File: src/rtl/uart_msg_streamer.sv
// uart_msg_streamer: streams a message held in a writable buffer into a uart_tx
// using its strobe/busy handshake, with one-shot or repeat mode and an idle gap
// between repeats.
//
// Ports:
//   i_clock, i_reset_n      clock (rising edge), async active-low reset
//   i_wr_en/addr/data       synchronous buffer write port, accepted in any state
//   i_len                   message length 0..DEPTH (larger values clamp), sampled at start
//   i_start                 start pulse, honoured only in IDLE
//   i_repeat                loop the message; sampled at the end of each pass
//   i_stop                  graceful abort; the in-flight byte always completes
//   i_busy                  uart_tx busy
//   o_data, o_act           byte and one-cycle send strobe to uart_tx
//   o_active                high whenever the streamer is not IDLE
//   o_done                  one-cycle pulse when streaming finishes
module uart_msg_streamer #(
    parameter int unsigned DATA_WIDTH = 8,
    parameter int unsigned DEPTH      = 16,
    parameter int unsigned ADDR_WIDTH = 4,
    parameter int unsigned GAP_CYCLES = 1000,
    parameter int unsigned GAP_WIDTH  = 16
) (
    input  logic                  i_clock,
    input  logic                  i_reset_n,
    input  logic                  i_wr_en,
    input  logic [ADDR_WIDTH-1:0] i_wr_addr,
    input  logic [DATA_WIDTH-1:0] i_wr_data,
    input  logic [ADDR_WIDTH:0]   i_len,
    input  logic                  i_start,
    input  logic                  i_repeat,
    input  logic                  i_stop,
    input  logic                  i_busy,
    output logic [DATA_WIDTH-1:0] o_data,
    output logic                  o_act,
    output logic                  o_active,
    output logic                  o_done
);

    localparam int unsigned LEN_WIDTH = ADDR_WIDTH + 1;
    localparam logic [LEN_WIDTH-1:0] LP_DEPTH    = LEN_WIDTH'(DEPTH);
    localparam logic [GAP_WIDTH-1:0] LP_GAP_LAST =
        GAP_WIDTH'((GAP_CYCLES > 0) ? (GAP_CYCLES - 1) : 0);

    typedef enum logic [2:0] {
        S_IDLE,
        S_FETCH,
        S_SEND,
        S_WAIT_HI,
        S_WAIT_LO,
        S_GAP,
        S_DONE
    } state_t;

    state_t                r_state, w_next_state;
    logic [DATA_WIDTH-1:0] r_mem [DEPTH];
    logic [DATA_WIDTH-1:0] r_rd_data;
    logic [DATA_WIDTH-1:0] r_data;
    logic [ADDR_WIDTH-1:0] r_index, w_index_nxt;
    logic [LEN_WIDTH-1:0]  r_len, w_len_nxt;
    logic [GAP_WIDTH-1:0]  r_gap, w_gap_nxt;
    logic                  r_stop_pend, w_stop_pend_nxt;
    logic                  r_act, w_act_nxt;
    logic                  r_done, w_done_nxt;
    logic                  r_active;
    logic                  w_load_data;
    logic                  w_rd_en;
    logic                  w_stop;
    logic                  w_last;

    // A stop seen this cycle counts as pending so the exit decision never lags it.
    assign w_stop = r_stop_pend | i_stop;
    assign w_last = ({1'b0, r_index} == (r_len - LEN_WIDTH'(1)));

    // Message buffer: not reset; read issued in FETCH, data valid in SEND.
    always_ff @(posedge i_clock) begin
        if (i_wr_en) begin
            r_mem[i_wr_addr] <= i_wr_data;
        end
        if (w_rd_en) begin
            r_rd_data <= r_mem[r_index];
        end
    end

    // State register.
    always_ff @(posedge i_clock or negedge i_reset_n) begin
        if (!i_reset_n) begin
            r_state <= S_IDLE;
        end else begin
            r_state <= w_next_state;
        end
    end

    // Next-state and datapath control.
    always_comb begin
        w_next_state    = r_state;
        w_index_nxt     = r_index;
        w_len_nxt       = r_len;
        w_gap_nxt       = r_gap;
        w_stop_pend_nxt = r_stop_pend | (i_stop && (r_state != S_IDLE));
        w_act_nxt       = 1'b0;
        w_done_nxt      = 1'b0;
        w_load_data     = 1'b0;
        w_rd_en         = 1'b0;

        case (r_state)
            S_IDLE: begin
                // Stop in IDLE is ignored, including when it coincides with start.
                w_stop_pend_nxt = 1'b0;
                if (i_start) begin
                    w_index_nxt = '0;
                    if (i_len == '0) begin
                        w_done_nxt = 1'b1;
                    end else begin
                        w_len_nxt    = (i_len > LP_DEPTH) ? LP_DEPTH : i_len;
                        w_next_state = S_FETCH;
                    end
                end
            end
            S_FETCH: begin
                w_rd_en      = 1'b1;
                w_next_state = S_SEND;
            end
            S_SEND: begin
                if (!i_busy) begin
                    w_load_data  = 1'b1;
                    w_act_nxt    = 1'b1;
                    w_next_state = S_WAIT_HI;
                end
            end
            S_WAIT_HI: begin
                if (i_busy) begin
                    w_next_state = S_WAIT_LO;
                end
            end
            S_WAIT_LO: begin
                if (!i_busy) begin
                    if (w_stop) begin
                        w_next_state = S_DONE;
                    end else if (!w_last) begin
                        w_index_nxt  = r_index + ADDR_WIDTH'(1);
                        w_next_state = S_FETCH;
                    end else if (!i_repeat) begin
                        w_next_state = S_DONE;
                    end else if (GAP_CYCLES == 0) begin
                        w_index_nxt  = '0;
                        w_next_state = S_FETCH;
                    end else begin
                        w_gap_nxt    = '0;
                        w_next_state = S_GAP;
                    end
                end
            end
            S_GAP: begin
                if (w_stop) begin
                    w_next_state = S_DONE;
                end else if (r_gap == LP_GAP_LAST) begin
                    w_gap_nxt    = '0;
                    w_index_nxt  = '0;
                    w_next_state = S_FETCH;
                end else begin
                    w_gap_nxt = r_gap + GAP_WIDTH'(1);
                end
            end
            S_DONE: begin
                w_stop_pend_nxt = 1'b0;
                w_next_state    = S_IDLE;
            end
            default: begin
                w_next_state = S_IDLE;
            end
        endcase

        // o_done is registered, so it is high during the DONE cycle itself.
        if (w_next_state == S_DONE) begin
            w_done_nxt = 1'b1;
        end
    end

    // Datapath and registered outputs.
    always_ff @(posedge i_clock or negedge i_reset_n) begin
        if (!i_reset_n) begin
            r_index     <= '0;
            r_len       <= '0;
            r_gap       <= '0;
            r_stop_pend <= 1'b0;
            r_data      <= '0;
            r_act       <= 1'b0;
            r_done      <= 1'b0;
            r_active    <= 1'b0;
        end else begin
            r_index     <= w_index_nxt;
            r_len       <= w_len_nxt;
            r_gap       <= w_gap_nxt;
            r_stop_pend <= w_stop_pend_nxt;
            r_act       <= w_act_nxt;
            r_done      <= w_done_nxt;
            r_active    <= (w_next_state != S_IDLE);
            if (w_load_data) begin
                r_data <= r_rd_data;
            end
        end
    end

    assign o_data   = r_data;
    assign o_act    = r_act;
    assign o_active = r_active;
    assign o_done   = r_done;

endmodule

File: config.mk
export PLATFORM = sky130hd
export DESIGN_NAME = uart_msg_streamer
export DESIGN_NICKNAME = d
export VERILOG_FILES = /design/src/rtl/uart_msg_streamer.sv
export SDC_FILE = /design/constraint.sdc
export NUM_CORES = 1
export LEC_CHECK = 0
export CORE_ASPECT_RATIO = 0.7
export CORE_MARGIN = 2
export CORE_UTILIZATION = 30
export CTS_BUF_LIST = sky130_fd_sc_hd__clkbuf_16
export DETAILED_ROUTE_END_ITERATION = 6
export SKIP_CTS_REPAIR_TIMING = 1
export SYNTH_ARGS = -nofsm -noshare
export SYNTH_HDL_FRONTEND = slang
export SYNTH_SLANG_ARGS = --single-unit
File: constraint.sdc
create_clock -name i_clock -period 2.6 [get_ports i_clock]
set_input_delay 0.39 -clock i_clock [delete_from_list [all_inputs] [get_ports i_clock]]
set_output_delay 0.39 -clock i_clock [all_outputs]
set_load 0.05 [all_outputs]
Word-level counts from Yosys, hierarchy flattened
Memory sizes are Yosys's and may differ from the RTL's. A register that Yosys moved wholly into a read port is not among the register bits.
Cells that the tools add are included.
{"block": "op_classes", "addsub": 3, "n_lt_le_gt_ge": 1, "bitwise": 3, "n_eq_ne": 17, "n_reduce_logical": 11, "mux": 36}
{"op": "$mux 16", "n": 6}
{"op": "$pmux 16 s2", "n": 1}
{"op": "$mux 3", "n": 9}
{"op": "$mux 4", "n": 6}
{"op": "$pmux 3 s6", "n": 1}
{"op": "$add 16x1->16 const B", "n": 1}
{"op": "$eq 16x10->1 const B", "n": 1}
{"op": "$ne 2x2->1 const B", "n": 8}
{"op": "$eq 3x3->1 const B", "n": 4}
{"op": "$pmux 4 s3", "n": 1}
{"op": "$mux 1", "n": 10}
{"op": "$reduce_bool 3->1", "n": 3}
{"op": "$reduce_and 7->1", "n": 1}
{"op": "$eq 3x2->1 const B", "n": 2}
{"op": "$reduce_and 6->1", "n": 1}
{"op": "$eq 4x5->1", "n": 1}
{"op": "$gt 5x5->1 const B", "n": 1}
{"op": "$logic_not 5->1", "n": 1}
{"op": "$mux 5", "n": 1}
{"op": "$sub 5x1->5 const B", "n": 1}
{"op": "$add 4x1->4 const B", "n": 1}
{"op": "$eq 3x1->1 const B", "n": 1}
{"op": "$logic_not 3->1", "n": 1}
{"op": "$reduce_and 3->1", "n": 1}
{"op": "other kinds (6)", "n": 7}
{"block": "word_totals", "reg_bits": 40, "n_memories": 1, "wordCells": 81, "ram_bits": 128, "input_bits": 24}
{"name": "r_mem", "depth": 16, "word_bits": 8, "read_ports": 1, "rd_ports_with_merged_regs": 1, "wr": 1, "line": "55", "rtl": "logic [DATA_WIDTH-1:0] r_mem [DEPTH];"}

Logic depth before layout (Yosys ltp)
{"block": "depth", "depth_word": 8, "mapped_depth": 7, "depth_no_buf": 7}

Worst setup path before layout
OpenSTA, ideal clock, no wires.
{"block": "synth_timing", "kind": "register -> register", "start": "reg r_index[0]", "end": "reg r_rd_data[1] (read register of r_mem) (data pin)", "arrival_ns": 1.938, "setup_time_ns": 0.272, "period_less_slack_ns": 2.210, "n_path_buf": 2, "path_stages_with_launch": 5, "path_slack_ns": 0.390, "path_cell_list": "dfrtp_1 > buf_4 > buf_1 > mux4_2 > mux4_2"}
{"element": "from (decl)", "line": "58", "rtl": "logic [ADDR_WIDTH-1:0] r_index, w_index_nxt;"}
{"element": "from (signal assigned)", "line": "191", "rtl": "r_index <= w_index_nxt;"}
{"element": "to (decl)", "line": "56", "rtl": "logic [DATA_WIDTH-1:0] r_rd_data;"}

Worst setup path after layout
{"block": "layout_timing", "start": "reg r_len[0]", "end": "reg r_index[2]"}
{"block": "layout_between", "elab_chain_cells": 4}
{"element": "from (decl)", "line": "59", "rtl": "logic [LEN_WIDTH-1:0] r_len, w_len_nxt;"}
{"element": "from (signal assigned)", "line": "192", "rtl": "r_len <= w_len_nxt;"}
{"element": "$sub 5x1->5", "line": "72", "rtl": "assign w_last = ({1'b0, r_index} == (r_len - LEN_WIDTH'(1)));"}
{"element": "$eq 4x5->1", "line": "72"}
{"element": "$ne 2x2->1 (no line)"}
{"element": "$reduce_and 7->1 (no line)"}
Every way passes these cells.
A chain may end at the register's enable or synchronous reset.

==> results.py <==
metrics = {
    "status": {
        "status": "finished with violations",
        "violations": "negative hold slack",
    },
    "timing": {
        "hold_ws_ns": -0.02654,
        "fin_crit_ns": 2.222,
        "tns_ns": 0,
        "timing.fmax_mhz": 450.1,
        "max_slew_margin_pct": 42.38,
        "rsz0062_at_grt": "no",
        "tightest_slew_ns": 0.8564,
        "setup_viol": 0,
        "worst_clock_skew_ns": 0.01267,
        "layout_worst_path_cycle_share_pct": 85.46,
        "finalMaxSlewViolations": 0,
        "hold_viol": 25,
    },
    "grt": {
        "grt_pass1_vias": 4109,
        "antenna_found_initial": 0,
        "grt_util_all_layers_pct": 12.55,
        "grt-ovfl-total": 0,
        "grt_max_degree": 34,
        "grt_first_pass_wirelength_um": 23980,
    },
    "logic_synthesis": {
        "ys.flop_type": "edfxtp_1",
        "synth_edf_count": 136,
        "yosysWarnings": 0,
        "synth_top_area_cell": "edfxtp_1",
        "yosys.cell_count.top_type": "edfxtp_1",
        "seq_area_frac_synth_pct": 68.59,
        "syn-instance-count": 440,
        "ys_types": 64,
        "synthArstFlopShare_pct": 22.73,
        "avgSynthCellArea_um2": 16.85,
        "synthTopCellsByCount": "edfxtp_1, dfrtp_1, mux4_2, nand2_1, nor2_1",
        "netlist_area_um2": 7413,
        "yosys.area.top_type_share_pct": 55.09,
        "netlist_top_cells_area": "edfxtp_1, dfrtp_1, mux4_2",
        "ys_ff_latch": 176,
        "syn-num-nets": 467,
    },
    "critical_path": {
        "critical_path_arrival_ns": 2.58,
        "critical_path_class": "flop to flop",
        "cp_max_fo": 9,
        "cp-start-kind": "flop",
        "cp-end-kind": "flop",
        "cp.required_ns": 2.96,
    },
    "cells_and_area": {
        "fin_nets": 537,
        "n_antenna_cell": 0,
        "syn2layout_area_growth_pct": 19.93,
        "drive_above_1_share_pct": 25.86,
    },
    "min_path": {
        "hold_path_class": "input port to asynchronous set/reset pin",
    },
    "floorplan": {
        "die_h_um": 135.5,
        "num_io_pins": 35,
        "die_x_um": 191.9,
        "initial_utilization_pct": 30.33,
        "die_area_um2": 26000,
        "core_area_um2": 24440,
        "rows": 48,
    },
    "clocking": {
        "cts-root-buf": "clkbuf_16",
        "clockBufferDepth": 2,
        "clk_latency_ns": 0.43,
        "cts_tree": "built",
        "cts_buffers": 17,
        "cts_sinks": 176,
        "cts_htree_levels": 4,
        "cts.reportedPaths.clkPinSlew_ns": 0.07,
    },
    "pwr": {
        "pwr-share-clk_pct": 32.5,
        "power.internal_mw": 5.200,
        "power_mw": 7.387,
        "power_density_nw_per_um2": 830.9,
        "p_switching_mw": 2.187,
        "total_leakage_power_nw": 2.950,
        "p_comb_share_pct": 20.7,
        "peakVddDrop_uv": 471.7,
        "p_sw_share_pct": 29.61,
        "p_seq_share_pct": 46.8,
    },
    "detailed_routing": {
        "viasPerCell": 4.963,
        "wl_met3_um": 715,
        "route.met2.wl_um": 6683,
        "drtIter0Drc": 352,
        "dr.max_layer_used": "met4",
        "dr.pass1.iters": 4,
        "wire_per_inst_um": 18.13,
        "drt_wl_total_um": 15360,
        "num_vias": 4204,
        "detail-route-antenna-nets": 0,
        "drc": 0,
        "wl_met1_um": 7798,
    },
    "placement": {
        "portBuffers": 34,
        "hpwl_um": 10730,
        "place.gp.congestion": 0.8185,
    },
    "flow_run": {
        "maxCapViolCount": 0,
    },
}
[cell families (layout without fill, tap and decap cells)]
family          Yosys count  in the layout  share of synthesized area (%)
flops                   176            176                          68.59
simple gates            124            124                          9.300
compound gates           62             62                          6.009
mux                      49             49                          13.50
buf+inv                  21            103                          1.502
xor+xnor                  5              5                         0.5908
fa+ha+maj                 3              3                         0.5064
[routing by layer]
metal | vias to the layer above | GRT usage (%)
li1 | 1922 | -
met1 | 2177 | 18.97
met2 | 95 | 17.09
met3 | 10 | 3.704
met4 | 0 | 4.060
met5 | - | 0
[placed cells by master, fill, tap and decap left out, types with 6 or more instances in the layout]
| cell type | n |
|---|---|
| clkbuf_16 | 17 |
| a21oi_1 | 13 |
| mux2_2 | 8 |
| edfxtp_1 | 136 |
| o21ai_0 | 11 |
| nand2_1 | 27 |
| nand2b_1 | 10 |
| clkdlybuf4s50_1 | 33 |
| buf_4 | 31 |
| nand3_1 | 13 |
| dfrtp_1 | 39 |
| nor3_1 | 11 |
| mux4_2 | 40 |
| a22o_1 | 6 |
| nor2_1 | 22 |
[per-stage QoR]
stage          instance area (um2)  worst slack, ns  util, %  instances  hold WS (ns)
3_3_place_gp                  8337           0.3665    34.11        816        0.4307
6_report                      8891           0.3781    36.37        847      -0.02654
3_5_place_dp                  8337           0.3280    34.11        816        0.4364
4_1_cts                       8891           0.3577    36.37        847      -0.02349
5_1_grt                       8891           0.1361    36.37        847      0.004676
2_1_floorplan                 7413           0.3895        -        440       0.09441
[path summary, 6_finish.rpt]
kind                       cells past startpoint         start          to  slack, ns
setup / recovery                               7      r_len[0]  r_index[2]       0.38
hold / removal                                 1     i_reset_n    r_gap[7]      -0.03
setup reg to reg                               7      r_len[0]  r_index[2]       0.38
hold reg to reg                                1  r_rd_data[7]   o_data[7]       0.48
max in group asynchronous                      2     i_reset_n   o_data[5]       1.99
min in group i_clock                           1  r_rd_data[7]   o_data[7]       0.48
[worst max-delay path, stage by stage, from the launching register on]
cell and delay (ns):
dfrtp_1 0.39, inv_1 0.06, ha_1 0.24, and4bb_2 0.25, a22oi_1 0.27, a211oi_2 0.19, or4b_2 0.65, nand3_1 0.11
[flip-flops by register name, summed over array words and instances (netlist names), 3 cells and up]
name       flops
o_data         8
r_gap         16
r_index        4
r_len          5
r_mem        128
r_rd_data      8
r_state        3
[layout make-up]
| cell class | count | area, um2 |
|---|---|---|
| sequential | 176 | 5086 |
| clock inverter | 14 | 128.9 |
| clock buffer | 17 | 425.4 |
| timing repair buffer | 67 | 608.1 |
| fill | 2267 | 15550 |
| tap | 325 | 406.6 |
| multi-input combinational | 243 | 2217 |
| inverter | 5 | 18.77 |
[power groups by stage]
stage	Clock, mW	Sequential, mW	Combinational (mW)
after floorplan	0	3.72	0.801
after global placement	0	3.51	1.51
after detailed placement	0	3.52	1.54
after CTS	2.46	3.46	1.54
after global routing	2.57	3.49	1.65
final	2.40	3.46	1.53
(Power assumes the default switching activity.)
